$ cat src/rtl/rr_arbiter_8_pkg.sv
// Shared definitions for the 8-way round-robin arbiter.
//   N_REQ / IDX_W : requester count and index width
//   arb_state_e   : FSM encoding (IDLE=0, GRANT=1)
//   idx_inc       : 3-bit wrapping increment used for the priority pointer
package rr_arbiter_8_pkg;
  localparam int N_REQ = 8;
  localparam int IDX_W = 3;

  typedef enum logic {
    IDLE  = 1'b0,
    GRANT = 1'b1
  } arb_state_e;

  function automatic logic [IDX_W-1:0] idx_inc(input logic [IDX_W-1:0] idx);
    return idx + IDX_W'(1);
  endfunction
endpackage

$ cat src/rtl/rr_arbiter_8_if.sv
// Request/grant bundle between requesters (master) and the arbiter (slave).
//   en        : global enable
//   req       : request lines, bit i = requester i
//   gnt_sel   : encoded index of the grant holder
//   gnt_valid : a grant is active
//   gnt       : one-hot grant, zero while en is low
//   timeout   : one-cycle pulse on a forced release
interface rr_arbiter_8_if;
  import rr_arbiter_8_pkg::*;

  logic             en;
  logic [N_REQ-1:0] req;
  logic [IDX_W-1:0] gnt_sel;
  logic             gnt_valid;
  logic [N_REQ-1:0] gnt;
  logic             timeout;

  modport master (output en, req, input gnt_sel, gnt_valid, gnt, timeout);
  modport slave  (input en, req, output gnt_sel, gnt_valid, gnt, timeout);
endinterface

$ cat src/rtl/dec3to8.sv
// Existing 3-to-8 decoder with gate input.
//   g   : gate; output is all-zero when low
//   sel : index to decode
//   y   : one-hot output
module dec3to8 (
  input  logic       g,
  input  logic [2:0] sel,
  output logic [7:0] y
);
  assign y = g ? (8'h01 << sel) : 8'h00;
endmodule

$ cat src/rtl/rr_arbiter_8_pick.sv
// rr_pick8: combinational round-robin winner search.
//   req : request lines
//   ptr : highest-priority index; search runs ptr, ptr+1, ... modulo 8
//   idx : winning index (meaningful only when any=1)
//   any : at least one request is set
// Rotate so ptr lands on bit 0, take the lowest set bit, then add ptr back.
module rr_pick8
  import rr_arbiter_8_pkg::*;
(
  input  logic [N_REQ-1:0] req,
  input  logic [IDX_W-1:0] ptr,
  output logic [IDX_W-1:0] idx,
  output logic             any
);

  logic [N_REQ-1:0] rot;
  logic [IDX_W-1:0] off;

  always_comb begin
    rot = '0;
    for (int i = 0; i < N_REQ; i++) begin
      rot[i] = req[ptr + IDX_W'(i)];
    end
  end

  always_comb begin
    off = '0;
    for (int i = N_REQ - 1; i >= 0; i--) begin
      if (rot[i]) off = IDX_W'(i);
    end
  end

  assign idx = ptr + off;
  assign any = |req;

endmodule

$ cat src/rtl/rr_arbiter_8.sv
// rr_arbiter_8: round-robin arbiter for 8 requesters sharing one decoded resource.
// A grant is held while the winner keeps its request high; each release moves the
// priority pointer to holder+1 and forces one idle cycle before the next grant.
//   clk      : clock, rising edge
//   rst_n    : asynchronous active-low reset
//   bus      : rr_arbiter_8_if.slave (en, req in; gnt_sel, gnt_valid, gnt, timeout out)
//   HOLD_MAX : grant cycles before a forced release (ARB_TIMEOUT_EN only), 1..2^CW-1
//   CW       : hold counter width
// Optional feature macro: ARB_TIMEOUT_EN (hold counter + timeout pulse). Without it
// grants are unbounded and timeout is tied low.
//
// state | meaning
// IDLE  | no grant; arbitrate when en=1 and any request is set
// GRANT | gnt_sel owns the resource until its request drops (or hold limit)
module rr_arbiter_8
  import rr_arbiter_8_pkg::*;
#(
  parameter int HOLD_MAX = 15,
  parameter int CW       = 4
) (
  input  logic           clk,
  input  logic           rst_n,
  rr_arbiter_8_if.slave  bus
);

  arb_state_e       state_q, state_d;
  logic [IDX_W-1:0] gnt_sel_q, gnt_sel_d;
  logic [IDX_W-1:0] ptr_q, ptr_d;
  logic             gnt_valid_q, gnt_valid_d;
  logic [IDX_W-1:0] pick_idx;
  logic             pick_any;
  logic             win;
  logic             release_w;
  logic             force_rel;

  rr_pick8 u_pick (
    .req (bus.req),
    .ptr (ptr_q),
    .idx (pick_idx),
    .any (pick_any)
  );

  assign win = (state_q == IDLE) && bus.en && pick_any;
  // Release detection ignores en so a holder can let go while the grant is masked.
  assign release_w = (state_q == GRANT) && (!bus.req[gnt_sel_q] || force_rel);

`ifdef ARB_TIMEOUT_EN
  logic [CW-1:0] hold_cnt_q, hold_cnt_d;
  logic          timeout_q, timeout_d;

  assign force_rel = (state_q == GRANT) && bus.req[gnt_sel_q] &&
                     (hold_cnt_q == CW'(HOLD_MAX - 1));
  assign timeout_d = force_rel;

  always_comb begin
    hold_cnt_d = hold_cnt_q;
    if (win) begin
      hold_cnt_d = '0;
    end else if (state_q == GRANT) begin
      hold_cnt_d = hold_cnt_q + CW'(1);
    end
  end

  always_ff @(posedge clk or negedge rst_n) begin
    if (!rst_n) begin
      hold_cnt_q <= '0;
      timeout_q  <= 1'b0;
    end else begin
      hold_cnt_q <= hold_cnt_d;
      timeout_q  <= timeout_d;
    end
  end

  assign bus.timeout = timeout_q;
`else
  logic unused_cfg;
  assign unused_cfg  = (HOLD_MAX > 0) ^ (CW > 0);
  assign force_rel   = 1'b0;
  assign bus.timeout = 1'b0;
`endif

  // State register
  always_ff @(posedge clk or negedge rst_n) begin
    if (!rst_n) state_q <= IDLE;
    else        state_q <= state_d;
  end

  // Next-state logic
  always_comb begin
    state_d = state_q;
    case (state_q)
      IDLE:  if (win)       state_d = GRANT;
      GRANT: if (release_w) state_d = IDLE;
    endcase
  end

  // Output / pointer next values
  always_comb begin
    gnt_sel_d   = gnt_sel_q;
    gnt_valid_d = gnt_valid_q;
    ptr_d       = ptr_q;
    if (win) begin
      gnt_sel_d   = pick_idx;
      gnt_valid_d = 1'b1;
    end else if (release_w) begin
      gnt_valid_d = 1'b0;
      ptr_d       = idx_inc(gnt_sel_q);
    end
  end

  always_ff @(posedge clk or negedge rst_n) begin
    if (!rst_n) begin
      gnt_sel_q   <= '0;
      gnt_valid_q <= 1'b0;
      ptr_q       <= '0;
    end else begin
      gnt_sel_q   <= gnt_sel_d;
      gnt_valid_q <= gnt_valid_d;
      ptr_q       <= ptr_d;
    end
  end

  assign bus.gnt_sel   = gnt_sel_q;
  assign bus.gnt_valid = gnt_valid_q;

  dec3to8 u_dec (
    .g   (bus.en & gnt_valid_q),
    .sel (gnt_sel_q),
    .y   (bus.gnt)
  );

endmodule

$ cat src/flat_wrapper.sv
// flat-port wrapper written by rule: the top's interface ports become plain ports
module rr_arbiter_8_flat import rr_arbiter_8_pkg::*;
#(
  parameter int HOLD_MAX = 15,
  parameter int CW       = 4
)
  (clk, rst_n, bus_en, bus_req, bus_gnt_sel, bus_gnt_valid, bus_gnt, bus_timeout);
  rr_arbiter_8_if bus_i ();
  input  logic clk;
  input  logic rst_n;
  input wire logic [$bits(bus_i.en)-1:0] bus_en;
  input wire logic [$bits(bus_i.req)-1:0] bus_req;
  output wire logic [$bits(bus_i.gnt_sel)-1:0] bus_gnt_sel;
  output wire logic [$bits(bus_i.gnt_valid)-1:0] bus_gnt_valid;
  output wire logic [$bits(bus_i.gnt)-1:0] bus_gnt;
  output wire logic [$bits(bus_i.timeout)-1:0] bus_timeout;
  assign bus_i.en = bus_en;
  assign bus_i.req = bus_req;
  assign bus_gnt_sel = bus_i.gnt_sel;
  assign bus_gnt_valid = bus_i.gnt_valid;
  assign bus_gnt = bus_i.gnt;
  assign bus_timeout = bus_i.timeout;
  rr_arbiter_8 #(.HOLD_MAX(HOLD_MAX), .CW(CW)) u_core (.clk(clk), .rst_n(rst_n), .bus(bus_i));
endmodule
$ cat config.mk
export PLATFORM = sky130hd
export DESIGN_NAME = rr_arbiter_8_flat
export DESIGN_NICKNAME = d
export VERILOG_FILES = /design/src/rtl/rr_arbiter_8_pkg.sv /design/src/rtl/rr_arbiter_8_if.sv /design/src/rtl/dec3to8.sv /design/src/rtl/rr_arbiter_8_pick.sv /design/src/rtl/rr_arbiter_8.sv /design/src/flat_wrapper.sv
export SDC_FILE = /design/constraint.sdc
export NUM_CORES = 1
export LEC_CHECK = 0
export ABC_AREA = 1
export CAP_MARGIN = 20
export CORE_AREA = 5 5 62 64
export CTS_CLUSTER_SIZE = 8
export DETAILED_ROUTE_END_ITERATION = 7
export DIE_AREA = 0 0 67 69
export SYNTH_ARGS = -nofsm -noshare
export SYNTH_HDL_FRONTEND = slang
export SYNTH_SLANG_ARGS = --single-unit
$ cat constraint.sdc
create_clock -name clk -period 4.33 [get_ports clk]
set_input_delay 0.6495 -clock clk [delete_from_list [all_inputs] [get_ports clk]]
set_output_delay 0.6495 -clock clk [all_outputs]
set_load 0.03 [all_outputs]
After elaboration in Yosys (flattened, before gate mapping)

Cells that the tools add are included.

$add $sub $neg: 9
Magnitude comparators: 9
Shift operators: 1
Muxes and demuxes: 32
Bitwise logic cells: 3
Reductions and logical operators: 7

Operators with widths:

| kind                                                       | count |
|---|---|
| less-than comparator 3 x 4 -> 1 bit, second input constant | 9 |
| binary-select mux 1 bit (select 3 bit)                     | 9 |
| two-way mux 3 bit                                          | 8 |
| two-way mux 1 bit                                          | 13 |
| adder 3 bit, second input constant                         | 4 |
| two-way mux 8 bit                                          | 1 |
| OR reduction 8 bit                                         | 1 |
| << shifter 1 x 3 -> 8 bit, first input constant            | 1 |
| adder 3 x 1 -> 3 bit, second input constant                | 2 |
| adder 3 x 2 -> 3 bit, second input constant                | 2 |
| adder 3 bit                                                | 1 |
| logical AND 1 bit                                          | 3 |
| NOT 1 bit                                                  | 2 |
| one-hot mux 1 bit (2 select lines)                         | 1 |
| AND reduction 2 bit                                        | 1 |
| nonzero test 2 bit                                         | 1 |
| bitwise AND 1 bit                                          | 1 |
| zero test 1 bit                                            | 1 |

Bits in registers: 8
Input port bits: 11
Logic and storage cells: 65

Depth between registers and ports, before layout

Depth after elaboration: 12
Depth in mapped cells: 23
Depth with buffers taken out: 22

Hierarchy

Synthesis repeated with hierarchy kept, for this count alone.

Cells, all modules: 177
Area total of the unflattened synthesis: 1,079.8 um2

Modules (own cells, without submodules):

| module       | instances | cells each | area each (um2) | seq. area each (um2) |
|---|---|---|---|---|
| rr_pick8     | 1         | 107        | 570.5           | 0.0 |
| rr_arbiter_8 | 1         | 53         | 445.4           | 200.2 |
| dec3to8      | 1         | 17         | 63.8            | 0.0 |

Worst setup path after synthesis

OpenSTA, ideal clock, no wires.

Kind: reg2reg
Start point: reg u_core.ptr_q[1]
End point: reg u_core.gnt_sel_q[2] (netlist: u_core.bus.gnt_sel[2])
Setup time: 0.117 ns
Arrival: 2.608 ns
Required time: 4.213 ns
Setup slack: 1.604 ns
Stages on the path, launching flop included: 21
Path buffers: 0
Period minus slack after synthesis: 2.726 ns
Cell sequence: dfrtp_1 > inv_1 > ha_1 > inv_1 > nand3_1 > nand3_1 > nand2_1 > nand2_1 > nand2_1 > nand2_1 > nand2_1 > nand2_1 > a21oi_1 > ha_1 > inv_1 > fa_1 > xor2_1 > inv_1 > nand3_1 > nand3_1 > nand2_1

Longest elaborated chain between the ends: 12
Elaborated cells on any way between the ends: 32
Those cells by class: add/sub (8); mux (24)

Ends and longest elaborated chain:

| element                                 | RTL line                | text |
|---|---|---|
| start, declared                         | rr_arbiter_8.sv:28      | `logic [IDX_W-1:0] ptr_q, ptr_d;` |
| start signal, assigned                  | rr_arbiter_8.sv:119     | `ptr_q <= ptr_d;` |
| adder 3 bit                             | rr_arbiter_8_pick.sv:22 | `rot[i] = req[ptr + IDX_W'(i)];` |
| binary-select mux 1 bit (select 3 bit)  | rr_arbiter_8_pick.sv:22 |  |
| two-way mux 1 bit (not written as such) | rr_arbiter_8_pick.sv:22 |  |
| two-way mux 3 bit (8 in series)         | rr_arbiter_8_pick.sv:29 | `if (rot[i]) off = IDX_W'(i);` |
| adder 3 bit *                           | rr_arbiter_8_pick.sv:33 | `assign idx = ptr + off;` |
| end signal, assigned                    | rr_arbiter_8.sv:117     | `gnt_sel_q <= gnt_sel_d;` |
| end, declared                           | rr_arbiter_8.sv:27      | `logic [IDX_W-1:0] gnt_sel_q, gnt_sel_d;` |

Mark *: on every way between the ends. The rest lies on a longest branch, timed or not. The select of a mux whose other input is x is not followed.
A chain may end at the register's enable or synchronous reset.

Worst setup path in the final report

Ends and elaborated chain as after synthesis.

==> flow_results.org <==
** STA
- For this run, the top clock speed supported by timing is 322 MHz.
- Final setup viols :: 0
- Counting I/O delays and the setup requirement, the final critical path takes 3110 ps.
- Final worst path period share :: 0.718
- On the final layout, the worst clock skew is 1.55 ps.
- The final-report hold violation count was 0.
- Setup slack on the critical path of the routed design comes to 1220 ps.
- RSZ-0062 raised after global routing :: no
- Final-layout setup total negative slack :: 0 ps
- Count of pins over their slew limit :: 0

** Synthesis
- Unique cell type count in the Yosys netlist :: 25
- The Yosys step of the flow raised 0 warnings.
- Number of synthesized register bits :: 8
- For this run, the register share of the synthesized area comes to 0.183.
- Cell area after synthesis :: 1090 µm²
- Sorting the synthesized cells by area gives the leading types as sky130_fd_sc_hd__nand2_1 (21%), sky130_fd_sc_hd__dfrtp_1 (18%), sky130_fd_sc_hd__nand3_1 (12%).
- Synthesis produced a netlist whose cell count is 178.
- The biggest area contributor in the post-synthesis netlist is sky130_fd_sc_hd__nand2_1.
- Dividing the synthesized area by the synthesized cell count gives 6.14 µm².
- Top cell type's share of synthesized area :: 0.213
- Synth Net Count :: 199

** Die
- Pin placement for this block handled 24 I/O pins.
- Placeable Area :: 3230 µm²
- Die area :: 4620 µm²
- Initial Utilization :: 0.338
- In this run the horizontal extent of the chip is 67 µm.
- Row Count :: 21
- Die outline height :: 69 µm

** Final layout
- Post-layout net count :: 223
- The library cell used most frequently in the layout, excluding fill and tap cells, is sky130_fd_sc_hd__nand2_1.
- Relative area change from synthesis to final layout :: 24.7%
- Most used cells in the layout excluding fill and tap cells :: sky130_fd_sc_hd__nand2_1 (62), sky130_fd_sc_hd__nand3_1 (26), sky130_fd_sc_hd__inv_1 (22), sky130_fd_sc_hd__clkdlybuf4s50_1 (22), sky130_fd_sc_hd__o21ai_0 (10)
- Of the cells placed in the final design, the portion with a size suffix greater than 1 is 0.0700.
- Count of inserted antenna diode cells :: 0

** Routing
- Remaining number of nets flagged by the antenna check after routing :: 0
- After the first detailed-routing iteration, the DRC count stood at 78.
- Total wire length :: 2.80 mm
- Average vias per placed instance :: 4.72
- Average wire length per cell after detail routing :: 11.4 µm
- Before antenna repair, the detailed router went through 4 iterations.
- DRC viols :: 0
- Detailed routing inserted a total of 1162 vias.

** Clock network
- Clock tree synthesis inserted a total of 3 buffers.
- The clock reaches the later pin of the worst-skew pair after 260 ps.
- Clock root cell :: sky130_fd_sc_hd__clkbuf_4
- Clock transition at the registers of the reported paths :: 60 ps
- H-tree level count :: 1
- The number of gates resized after CTS was 0.
- Sinks on Clock Net :: 8
- TritonCTS built the clock tree.
- Clk buf depth :: 2
- In this run the post-CTS setup repair buffer count came out at 0.
- Quantity of hold-fixing buffers added after cts :: 0

** Setup path
- STA classifies the critical path startpoint as a flop.
- Crit path max fanout :: 7
- Data arrival time at the worst-slack endpoint :: 3260 ps
- Worst path required time :: 4480 ps
- The worst setup path is captured at a flop.
- Kind of critical path :: flop to flop

** Power and ir drop
- PnR Total Power :: 1.12 mW
- In this run the power density over the cells is 824 nW/µm².
- Leak Pwr :: 0.681 nW
- IR analysis of the VDD net gives a maximum drop of 0.363 mV.

** GRT
- Pin count of the biggest net entering global routing :: 13
- First-pass GRT wire length :: 4.69 mm
- Residual overflow from global routing :: 0
- Vias in the first global route :: 1042
- The number of antenna violations at the first check in global routing was 0.
- In the global route stage, overall resource usage came out at 0.127.

** Run
- Across the run, the number of max-cap violations was 0.

** Place
- Port Buffer Count :: 22
- Post-Place Worst Slack :: 1190 ps
- Placed wire-length estimate :: 2.30 mm
- GPL Wtd Cong :: 0.817

** Status
- Status :: finished clean

** Worst hold path
- In this run the worst hold path is classified as flop to flop.
registers in the layout, indices dropped and copies added, names as in the netlist:
register              flops
u_core.bus.gnt_valid      1
u_core.ptr_q              3
u_core.bus.gnt_sel        3
u_core.state_q            1
stage by stage:
stage,util,hold WS (ps),area [µm²],std cells
6_report,0.422,581,1360,246
5_1_grt,0.422,638,1360,246
3_3_place_gp,0.415,555,1340,243
4_1_cts,0.422,596,1360,246
3_5_place_dp,0.415,547,1340,243
2_1_floorplan,-,354,1090,178
cells by family (layout without fill, tap and decap cells):
family / count (synthesis) / in the layout / synth area share
AND/OR/NAND/NOR: 113 / 113 / 0.464
AO/OA/AOI/OAI: 15 / 15 / 0.0768
buffers and inverters: 27 / 49 / 0.112
XOR/XNOR: 4 / 4 / 0.0390
adder cells (fa/ha/maj): 10 / 10 / 0.121
flip-flops: 8 / 8 / 0.183
other: 1 / 1 / 0.00343
worst max-delay path, cell delays in order (launching register included):
cell and delay, ps:
sky130_fd_sc_hd__dfrtp_1 500, sky130_fd_sc_hd__inv_1 230, sky130_fd_sc_hd__ha_1 420, sky130_fd_sc_hd__inv_1 110, sky130_fd_sc_hd__nand3_1 140, sky130_fd_sc_hd__nand3_1 80
sky130_fd_sc_hd__nand2_1 120, sky130_fd_sc_hd__nand2_1 70, sky130_fd_sc_hd__nand2_1 50, sky130_fd_sc_hd__nand2_1 40, sky130_fd_sc_hd__nand2_1 50, sky130_fd_sc_hd__nand2_1 50
sky130_fd_sc_hd__a21oi_1 140, sky130_fd_sc_hd__ha_1 160, sky130_fd_sc_hd__inv_1 50, sky130_fd_sc_hd__fa_1 370, sky130_fd_sc_hd__xor2_1 160, sky130_fd_sc_hd__inv_1 70
sky130_fd_sc_hd__nand3_1 70, sky130_fd_sc_hd__nand3_1 80, sky130_fd_sc_hd__nand2_1 50
report_power, final:
part	leakage, nW	internal, mW	total, mW	switching [mW]
combinational	0.568	0.316	0.872	0.556
sequential	0.0989	0.111	0.192	0.0808
clock	0.0138	0.0319	0.0599	0.0280
metal layers:
layer  track usage  part of all wire  vias to the layer above
li1              -                 -                      612
met3       0.00974             0.033                        3
met1         0.176              0.48                      525
met4        0.0338             0.010                        0
met5             0                 0                        -
met2         0.209              0.48                       22
area by class of cell:
type,instances,area (µm²)
clock buffer,3,22.5
fill,349,1870
inverter,24,92.6
multi-input combinational,143,769
sequential,8,200
tap,46,57.6
timing repair buffer,22,220
synthesized netlist by cell type:
library cell               number
sky130_fd_sc_hd__conb_1         1
sky130_fd_sc_hd__buf_4          1
sky130_fd_sc_hd__xor2_1         2
sky130_fd_sc_hd__nand2_1       62
sky130_fd_sc_hd__nor4_1         1
sky130_fd_sc_hd__nand2_2        4
sky130_fd_sc_hd__xor2_2         1
sky130_fd_sc_hd__inv_4          1
sky130_fd_sc_hd__fa_1           1
sky130_fd_sc_hd__o211ai_1       1
sky130_fd_sc_hd__dfrtp_1        8
sky130_fd_sc_hd__o221ai_1       1
sky130_fd_sc_hd__nor3_1         8
sky130_fd_sc_hd__o21ai_0       10
sky130_fd_sc_hd__nand3_1       26
sky130_fd_sc_hd__buf_6          2
sky130_fd_sc_hd__inv_1         22
sky130_fd_sc_hd__nand3_2        2
sky130_fd_sc_hd__a21oi_1        2
sky130_fd_sc_hd__ha_1           9
sky130_fd_sc_hd__o21bai_1       1
sky130_fd_sc_hd__inv_2          1
sky130_fd_sc_hd__nor2_1         8
sky130_fd_sc_hd__xnor2_1        1
sky130_fd_sc_hd__nor2_4         2
path summary, 6_finish.rpt:
check / start / end / slack [ps] / depth (start not counted)
max: u_core.ptr_q[1] / u_core.bus.gnt_sel[2] / 1220 / 20
min reg2reg: u_core.bus.gnt_valid / u_core.bus.gnt_valid / 580 / 2
max in group asynchronous: rst_n / u_core.ptr_q[1] / 3410 / 1
min: u_core.bus.gnt_valid / u_core.bus.gnt_valid / 580 / 2
min in group asynchronous: rst_n / u_core.bus.gnt_sel[1] / 660 / 1
max reg2reg: u_core.ptr_q[1] / u_core.bus.gnt_sel[2] / 1220 / 20
No activity file was read; power rests on OpenSTA's default activity.
